**src/rtl/drink_vend_ctrl.sv**
```systemverilog
// drink_vend_ctrl: sequencing controller for the drink vending datapath.
// Collects coin credit in half-unit steps, requests a dispense once the price
// is met, then pays back change (or a full refund) one half-unit per hopper ack.
module drink_vend_ctrl #(
    parameter int PRICE_HALVES = 5,   // drink price in half-units, 1..12
    parameter int TIMEOUT      = 15   // coin-free COLLECT cycles before refund, 1..255
) (
    input  logic       clk,
    input  logic       reset,
    input  logic       half,
    input  logic       one,
    input  logic       cancel,
    input  logic       dispense_ack,
    input  logic       change_ack,
    output logic       out,
    output logic       cout,
    output logic       coin_en,
    output logic [3:0] credit,
    output logic       busy
);

    localparam logic [3:0] PRICE      = 4'(PRICE_HALVES);
    localparam logic [7:0] TMO        = 8'(TIMEOUT);
    localparam logic [3:0] CREDIT_MAX = 4'(PRICE_HALVES + 2);

    typedef enum logic [1:0] {
        IDLE     = 2'd0,
        COLLECT  = 2'd1,
        DISPENSE = 2'd2,
        CHANGE   = 2'd3
    } state_t;

    state_t     state, state_n;
    logic [3:0] credit_n;
    logic [7:0] tcnt, tcnt_n, tcnt_inc;
    logic       out_n, cout_n, coin_en_n, busy_n;

    // Coin decode: half is worth 1, one is worth 2, both together 3. The
    // acceptor is only honoured while we are in a coin-taking state.
    logic       accepting;
    logic       coin;
    logic [3:0] coin_val;
    logic [3:0] credit_sum;

    assign accepting  = (state == IDLE) || (state == COLLECT);
    assign coin       = accepting && (half || one);
    assign coin_val   = {2'b00, one, half};
    assign credit_sum = credit + coin_val;
    assign tcnt_inc   = tcnt + 8'd1;

    // State, credit, timeout counter and all outputs are registered here.
    always_ff @(posedge clk) begin
        if (reset) begin
            state   <= IDLE;
            credit  <= 4'd0;
            tcnt    <= 8'd0;
            out     <= 1'b0;
            cout    <= 1'b0;
            coin_en <= 1'b1;
            busy    <= 1'b0;
        end else begin
            state   <= state_n;
            credit  <= credit_n;
            tcnt    <= tcnt_n;
            out     <= out_n;
            cout    <= cout_n;
            coin_en <= coin_en_n;
            busy    <= busy_n;
        end
    end

    // Next state, next credit and timeout count; coin beats cancel beats timeout.
    always_comb begin
        state_n  = state;
        credit_n = credit;
        tcnt_n   = 8'd0;
        case (state)
            IDLE: begin
                if (coin) begin
                    credit_n = credit_sum;
                    state_n  = (credit_sum >= PRICE) ? DISPENSE : COLLECT;
                end
            end
            COLLECT: begin
                if (coin) begin
                    credit_n = credit_sum;
                    if (credit_sum >= PRICE) state_n = DISPENSE;
                end else if (cancel) begin
                    state_n = CHANGE;
                end else if (tcnt_inc == TMO) begin
                    state_n = CHANGE;
                end else begin
                    tcnt_n = tcnt_inc;
                end
            end
            DISPENSE: begin
                if (dispense_ack) begin
                    credit_n = credit - PRICE;
                    state_n  = (credit == PRICE) ? IDLE : CHANGE;
                end
            end
            CHANGE: begin
                if (change_ack) begin
                    credit_n = credit - 4'd1;
                    if (credit == 4'd1) state_n = IDLE;
                end
            end
            default: begin
                state_n  = IDLE;
                credit_n = 4'd0;
            end
        endcase
    end

    // Output decode from the next state so the registered outputs line up with it.
    always_comb begin
        out_n     = (state_n == DISPENSE);
        cout_n    = (state_n == CHANGE);
        coin_en_n = (state_n == IDLE) || (state_n == COLLECT);
        busy_n    = (state_n != IDLE);
    end

    // Credit can overshoot the price by at most one 3-half coin cycle.
    always_ff @(posedge clk) begin
        if (!reset) begin
            assert (credit <= CREDIT_MAX)
                else $error("credit above bound");
            assert (!(out && cout))
                else $error("dispense and change requested together");
        end
    end

endmodule

```
**config.mk**
```make
export PLATFORM = sky130hd
export DESIGN_NAME = drink_vend_ctrl
export DESIGN_NICKNAME = d
export VERILOG_FILES = /design/src/rtl/drink_vend_ctrl.sv
export SDC_FILE = /design/constraint.sdc
export NUM_CORES = 1
export LEC_CHECK = 0
export CORE_MARGIN = 2
export CORE_UTILIZATION = 53
export CTS_CLUSTER_SIZE = 12
export DETAILED_ROUTE_END_ITERATION = 16
export MAX_ROUTING_LAYER = met4
export PLACE_DENSITY = 0.74
export SETUP_SLACK_MARGIN = 0.4
export SYNTH_ARGS = -nofsm -noshare
export SYNTH_HDL_FRONTEND = slang
export SYNTH_SLANG_ARGS = --single-unit
```
**constraint.sdc**
```tcl
create_clock -name clk -period 2.99 [get_ports clk]
set_clock_uncertainty 0.05 [all_clocks]
set_input_delay 0.598 -clock clk [delete_from_list [all_inputs] [get_ports clk]]
set_output_delay 0.598 -clock clk [all_outputs]
set_load 0.1 [all_outputs]
```
=== After elaboration in Yosys (flattened, before gate mapping) ===
Cells that the tools add are included.

* Equal/unequal tests: 12
* Add/subtract/negate cells: 4
* Reductions and logical operators: 10
* $lt $le $gt $ge: 1
* Muxes and demuxes: 15
* Bitwise gates (word level): 1

{| class="wikitable"
|+ Operator list
! operator !! number
|-
| two-way mux 2 bit || 10
|-
| two-way mux 4 bit || 3
|-
| case mux 4 bit (3 select lines) || 1
|-
| adder 8 x 1 -> 8 bit, second input constant || 1
|-
| equality test 2 bit, second input constant || 4
|-
| equality test 8 x 4 -> 1 bit, second input constant || 1
|-
| case mux 2 bit (4 select lines) || 1
|-
| OR reduction 5 bit || 1
|-
| adder 4 x 2 -> 4 bit || 1
|-
| equality test 2 x 1 -> 1 bit, second input constant || 2
|-
| equality test 4 x 1 -> 1 bit, second input constant || 1
|-
| equality test 4 x 3 -> 1 bit, second input constant || 1
|-
| greater-or-equal comparator 4 x 3 -> 1 bit, second input constant || 1
|-
| zero test 2 bit || 2
|-
| != test 2 bit, second input constant || 2
|-
| subtractor 4 x 1 -> 4 bit, second input constant || 1
|-
| subtractor 4 x 3 -> 4 bit, second input constant || 1
|-
| logical OR 1 bit || 3
|-
| AND reduction 3 bit || 1
|-
| != test 2 x 1 -> 1 bit, second input constant || 1
|-
| nonzero test 2 bit || 1
|-
| OR reduction 2 bit || 1
|-
| logical AND 1 bit || 1
|-
| NOT 1 bit || 1
|}

* Register bits: 18
* Output and inout bits: 8
* Input port bits: 7

=== Logic depth before layout (Yosys ltp) ===
Gate-level depths: netlist (run 1).

* Word-level depth: 8
* Gate-level depth with buffers: 7
* Mapped depth without buffers: 7

=== Worst setup path after synthesis (run 1) ===
No wires, ideal clock.

* Path kind: register to register
* Start: register credit[0]
* End: register busy
* Cell stages (with the launch flop): 7
* Arrival time: 2676 ps
* Period minus slack after synthesis: 2857 ps
* Setup slack: 133 ps
* Data required time: 2810 ps
* Cell sequence: dfxtp_1 > ha_1 > fa_1 > o21ai_1 > a311oi_1 > a2111oi_4 > a21oi_1

* Longest elaborated chain between the ends: 6
* Elaborated cells between the ends (all ways): 14
* Classes of those cells: add/sub: 1; order compare: 1; eq/ne: 2; mux: 9; reduce/logical: 1

{| class="wikitable"
|+ Ends and longest elaborated chain
! item !! RTL line !! source
|-
| start, declared || 18 || <nowiki>output logic [3:0] credit,</nowiki>
|-
| start signal, assigned || 63 || <nowiki>credit <= credit_n;</nowiki>
|-
| adder 4 x 2 -> 4 bit || 48 || <nowiki>assign credit_sum = credit + coin_val;</nowiki>
|-
| greater-or-equal comparator 4 x 3 -> 1 bit || 81, 87 ||
|-
| two-way mux 2 bit, on equally long branches || 87, 81 ||
|-
| two-way mux 2 bit, on equally long branches || 85, 79 ||
|-
| case mux 2 bit (4 select lines) (*) || 77 || <nowiki>case (state)</nowiki>
|-
| nonzero test 2 bit (*) || 120 || <nowiki>busy_n = (state_n != IDLE);</nowiki>
|-
| end signal, assigned || 68 || <nowiki>busy <= busy_n;</nowiki>
|-
| end, declared || 19 || <nowiki>output logic busy</nowiki>
|}

Mark *: on every way between the ends. The rest lies on a longest branch, timed or not.
A chain may end at the register's enable or synchronous reset.

=== Final worst setup path (run 1) ===
* Start: input half
* End: register coin_en

* Longest elaborated chain between the ends: 7
* Elaborated cells between the ends (all ways): 12
* Classes of those cells: add/sub: 1; order compare: 1; eq/ne: 1; mux: 5; reduce/logical: 4

{| class="wikitable"
|+ Ends and longest elaborated chain
! item !! RTL line !! source
|-
| start, declared || 10 || <nowiki>input logic half,</nowiki>
|-
| adder 4 x 2 -> 4 bit || 48 ||
|-
| greater-or-equal comparator 4 x 3 -> 1 bit || 81, 87 ||
|-
| two-way mux 2 bit, on equally long branches || 87, 81 ||
|-
| two-way mux 2 bit, on equally long branches || 85, 79 ||
|-
| case mux 2 bit (4 select lines) (*) || 77 ||
|-
| equality test 2 x 1 -> 1 bit or zero test 2 bit (tied branches) || 119 || <nowiki>coin_en_n = (state_n == IDLE) || (state_n == COLLECT);</nowiki>
|-
| logical OR 1 bit (*) || 119 ||
|-
| end signal, assigned || 67 || <nowiki>coin_en <= coin_en_n;</nowiki>
|-
| end, declared || 17 || <nowiki>output logic coin_en,</nowiki>
|}

Marks and branches as above.

==> flow_summary.yaml, run 1 <==
clocking:
  cts_setup_buffers: 0
  numCtsBuffers: 3
  clockBufferDepth: 2
  clock_latency_ns: 0.28
  cts.sinks: 18
  cts_tree: "done"
  postCtsHoldBufs: 0
  clk_pin_slew_ns: 0.10
  cts_root_buf: "clkbuf_4"
  htreeDepth: 1
floorplan:
  dieArea_sq_um: 2390
  ios: 15
  die_h_microns: 48.9
  initial_core_util: 0.556
  die_w_microns: 48.9
  rows: 16
  core_sq_um: 1920
synthesis:
  yosysWarnings: 0
  synth_edf_count: 0
  ys_seq_area_frac: 0.337
  synth_top_area_frac: 0.337
  ys_ff_latch: 18
  synth.most_common_cell: "nor2_1"
  yosys-top-cells-area: "dfxtp_1, ha_1, nor2_1"
  synth_cells: 121
  ys_async_sr_fraction: 0
  synth.distinct_cells: 40
  synth_area_sq_um: 1070
  syn_avg_cell_area_sq_um: 8.83
  ys_top_cells_by_count: "nor2_1, dfxtp_1, nand2_1, xor2_1"
  ys.flop_type: "dfxtp_1"
  synth_nets: 135
  yosysTopAreaCell: "dfxtp_1"
final_layout:
  fillCellCount: 186
  nets: 152
  fin_area_sq_um: 1290
  area_growth_pct: 20.7
  post_route_cells_drive_above_1_share: 0.197
  num_antenna_cells: 0
  post-route-util: 0.671
detailed_routing:
  drt_wl_total_microns: 2030
  drt-initial-drc-count: 3
  viasPerCell: 5.40
  num_vias: 886
  wire_per_inst_microns: 12.4
  drcViolationCount: 0
  drtPass1Iterations: 5
  ant_nets: 0
timing:
  drv_slew: 0
  hold_ws_ns: 0.474
  rsz0062_at_grt: "false"
  fin_crit_ns: 2.51
  fmax_mhz: 398
  tightest_slew_ns: 0.502
  fin_crit_sh: 0.841
  slew_headroom: 0.665
  hold_viol_final: 0
  setup_viol: 0
  finalSetupTns_ns: 0
  fin_ws_ns: 0.477
global_routing:
  grt_pass1_wl_microns: 3340
  grt_overflow: 0
  grt_pass1_vias: 794
  track_usage: 0.180
  antenna_found_initial: 0
  grt_start_max_net_pins: 16
pwr:
  power_density_nw_per_um2: 1080
  max-vdd-ir-drop_mv: 0.768
  p_leak_nw: 0.508
worst_setup_path:
  end_kind: "register"
  crit_fanout: 5
  r2r_start: "credit[0]$_SDFFE_PP0P_"
  required_ns: 3.11
  critPathArrivalTime_ns: 2.64
  startpoint: "half"
  start_kind: "input pin"
  critPathKind: "in2reg"
placement:
  gp_congestion: 0.811
  dpl_worst_slack_ns: 0.0596
  port-buffer-count: 14
  place_area_sq_um: 1200
  dpl.hpwl_microns: 1550
run:
  cap_violations: 0
hold_path:
  hp-start: "tcnt[0]$_SDFF_PP0_"
  hold_path_class: "reg2reg"
outcome:
  status: "completed"
[layout make-up]
cell class                      instances  area, sq um  area share
Multi-Input combinational cell         95          707       0.548
Sequential cell                        18          363       0.281
Timing Repair Buffer                   16          135       0.105
Clock buffer                            4         36.3      0.0281
Tap cell                               27         33.8      0.0262
Inverter                                4         15.0      0.0116
[layout by cell type, fill, tap and decap left out, types with 2 or more instances in the layout]
master	n
nand2b_1	5
nand3b_1	2
and3_1	3
xor2_1	6
nand2_1	7
ha_1	6
nor3_1	2
a2111oi_4	2
buf_4	10
nand3_1	6
a21oi_1	6
nor2_1	19
dfxtp_2	2
xnor2_1	2
nor3b_1	2
or2_1	2
clkdlybuf4s50_1	6
o21ai_0	3
clkbuf_4	3
inv_1	4
dfxtp_1	16
nor2b_1	3
[power by group]
part	internal, mW	switching [mW]	leakage (nW)
clock	0.0739	0.0692	0.0210
combinational	0.288	0.568	0.339
sequential	0.301	0.0953	0.148
total	0.663	0.732	0.508
[worst max-delay path, stage by stage]
cell and delay, ns:
clkdlybuf4s50_1 0.42, ha_1 0.24, fa_1 0.42, xor2_2 0.19
o21ai_4 0.10, a2111oi_4 0.34, a2111oi_4 0.10, or2_1 0.22
[cell families after synthesis]
kind of cell,synth area share
compound gates,0.178
xor+xnor,0.0738
fa+ha+maj,0.0890
buf+inv,0.0468
flops,0.337
mux,0.0199
simple gates,0.255
[worst paths after layout]
check	slack [ns]	to	cells past startpoint
max	0.48	coin_en$_SDFF_PP1_	8
min reg2reg	0.47	tcnt[0]$_SDFF_PP0_	1
min	0.47	tcnt[0]$_SDFF_PP0_	1
max reg2reg	0.86	coin_en$_SDFF_PP1_	7
[layer usage]
layer	share of wire	GRT usage	routed length, microns	vias up
met1	0.43	0.203	878	423
met4	0.0069	0.0429	14	0
li1	-	-	-	452
met5	0	-	0	-
met3	0.021	0.0276	42	2
met2	0.54	0.331	1090	9
[metrics by stage]
step,power (mW),cells
2_1_floorplan,1.06,121
3_3_place_gp,1.17,160
3_5_place_dp,1.19,160
4_1_cts,1.36,164
5_1_grt,1.48,164
6_report,1.39,164
[timing repair]
action | in CTS | in global routing
setup endpoints to repair | 4 | 5
endpoints found under the hold margin | 0 | 0
gates resized for setup | 2 | 4
pin swaps | 0 | 2
[flip-flops by register name (all words and copies together) (netlist names)]
signal and count:
busy 1, coin_en 1, cout 1, credit 4, out 1, state 2, tcnt 8
(Power assumes the default switching activity.)
==> run 2, diff against run 1 <==
==> constraint.sdc (replaced) <==
create_clock -name clk -period 2.45 [get_ports clk]
set_clock_uncertainty 0.05 [all_clocks]
set_input_delay 0.49 -clock clk [delete_from_list [all_inputs] [get_ports clk]]
set_output_delay 0.49 -clock clk [all_outputs]
set_load 0.1 [all_outputs]
==> run 2 against run 1 <==
Net effect: non-clock buffer count rose by 7; global-route usage rose by 4.1 points; cell area rose by 6.4%; via count rose by 1.1%; routed wire length rose by 6.9%; worst hold slack improved by 0.0035 ns; register-to-register slack got worse by 0.39 ns.
==> flow_summary.yaml, run 2 (same netlist as run 1, synthesis figures left out) <==
outcome:
  status: "completed"
detailed_routing:
  ant_nets: 0
  num_vias: 896
  drt_wl_total_microns: 2170
  viasPerCell: 5.24
  drtPass1Iterations: 4
  drcViolationCount: 0
  drt-initial-drc-count: 13
  wire_per_inst_microns: 12.7
final_layout:
  post-route-util: 0.714
  fin_cells: 171
  layout_commonest_cell: "nor2_1"
  final_cell_mix: "nor2_1, buf_4, dfxtp_1"
  area_growth_pct: 28.5
  num_antenna_cells: 0
  fin_area_sq_um: 1370
  largest_register_ffs: 8
  top_register: "tcnt"
  post_route_cells_drive_above_1_share: 0.292
  reg_top3: "tcnt: 8 flops, credit: 4 flops, state: 2 flops"
  nets: 159
worst_setup_path:
  critPathArrivalTime_ns: 2.11
  crit_fanout: 5
  cp_slowest_cell: "dfxtp_4"
  r2r_cells: 7
  critPathKind: "reg2reg"
  required_ns: 2.58
  r2r_start: "credit[0]$_SDFFE_PP0P_"
  rrSetupSlack_ns: 0.47
  start_kind: "register"
  path_cells: "ha_4, fa_2, xor2_2, o21ai_4, a2111oi_4, a2111oi_4, or2_1"
  crit_path_frequent_cell: "a2111oi_4"
  slowest_delay_ns: 0.37
  end_kind: "register"
  reg2reg_to: "coin_en$_SDFF_PP1_"
global_routing:
  grt_pass1_vias: 905
  track_usage: 0.220
  grt_start_max_net_pins: 16
  antenna_found_initial: 0
  grt_pass1_wl_microns: 4030
  grt_overflow: 0
clocking:
  numCtsBuffers: 3
  postCtsHoldBufs: 0
  clockBufferDepth: 2
  cts.sinks: 18
  clock_latency_ns: 0.29
  cts_root_buf: "clkbuf_4"
  cts_tree: "done"
  htreeDepth: 1
  clk_pin_slew_ns: 0.10
pwr:
  p_leak_nw: 0.541
  max-vdd-ir-drop_mv: 1.22
  power_density_nw_per_um2: 1310
  total_power_mw: 1.80
floorplan:
  rows: 16
  initial_core_util: 0.556
  die_w_microns: 48.9
  die_h_microns: 48.9
  dieArea_sq_um: 2390
  core_sq_um: 1920
  ios: 15
timing:
  rsz0062_at_grt: "true"
  slew_headroom: 0.664
  hold_viol_final: 0
  setup_viol: 0
  fin_crit_sh: 0.808
  fin_crit_ns: 1.98
  hold_ws_ns: 0.477
  drv_slew: 0
  fin_ws_ns: 0.472
  tightest_slew_ns: 0.504
  finalSetupTns_ns: 0
  fmax_mhz: 505
run:
  cap_violations: 0
placement:
  port-buffer-count: 14
  dpl.cell_count: 164
  place_area_sq_um: 1290
  dpl.hpwl_microns: 1690
  dpl_worst_slack_ns: -0.223
  gp_congestion: 0.870
hold_path:
  worstHoldEndpoint: "tcnt[0]$_SDFF_PP0_"
  hold_path_class: "reg2reg"
  min_path_cells: 1
  hp-start: "tcnt[0]$_SDFF_PP0_"
-- run 2: changes by cell type in the layout (fill, tap and decap cells not counted), moves of 2 or more --
cell | before | now
dfxtp_4 | 0 | 2
dfxtp_1 | 16 | 14
ha_4 | 0 | 2
clkdlybuf4s50_1 | 6 | 4
ha_1 | 6 | 4
buf_4 | 10 | 17
-- run 2: final cells by class --
class / count / area [sq um]
Timing Repair Buffer: 23 / 178
Multi-Input combinational cell: 95 / 739
Clock buffer: 4 / 36.3
Fill cell: 155 / 549
Inverter: 4 / 15.0
Sequential cell: 18 / 370
Tap cell: 27 / 33.8
-- run 2: worst max path at each step --
stage	startpoint	slack, ns	end	cells past startpoint
floorplan	credit[0]$_SDFFE_PP0P_	0.34	busy$_SDFF_PP0_	6
global placement	half	-0.17	busy$_SDFF_PP0_	7
detailed placement	half	-0.22	coin_en$_SDFF_PP1_	8
CTS	credit[0]$_SDFFE_PP0P_	0.37	coin_en$_SDFF_PP1_	7
global route	credit[0]$_SDFFE_PP0P_	0.38	coin_en$_SDFF_PP1_	7
finish	credit[0]$_SDFFE_PP0P_	0.47	coin_en$_SDFF_PP1_	7
-- run 2: worst max-delay path, delay by kind of cell, from the launching register on --
| family | cells | cell delay (ns) |
|---|---|---|
| xor+xnor | 1 | 0.18 |
| compound gates | 3 | 0.54 |
| fa+ha+maj | 2 | 0.52 |
| flops | 1 | 0.37 |
| simple gates | 1 | 0.21 |
-- run 2: what timing repair did --
action,in CTS,in global routing
endpoints found under the setup margin,7,5
pin swaps,10,5
setup buffers,3,0
resized for setup,9,1
-- run 2: where the power goes --
part,leakage (nW),internal (mW),total [mW],switching [mW]
Combinational,0.371,0.406,1.12,0.716
Sequential,0.149,0.376,0.498,0.122
Clock,0.0210,0.0905,0.177,0.0862
-- run 2: per-layer routing --
| layer | vias to the layer above | share of wire | GRT usage |
|---|---|---|---|
| li1 | 467 | - | - |
| met1 | 407 | 0.49 | 0.301 |
| met2 | 20 | 0.43 | 0.320 |
| met3 | 2 | 0.066 | 0.0521 |
| met4 | 0 | 0.0069 | 0.0762 |
| met5 | - | 0 | - |
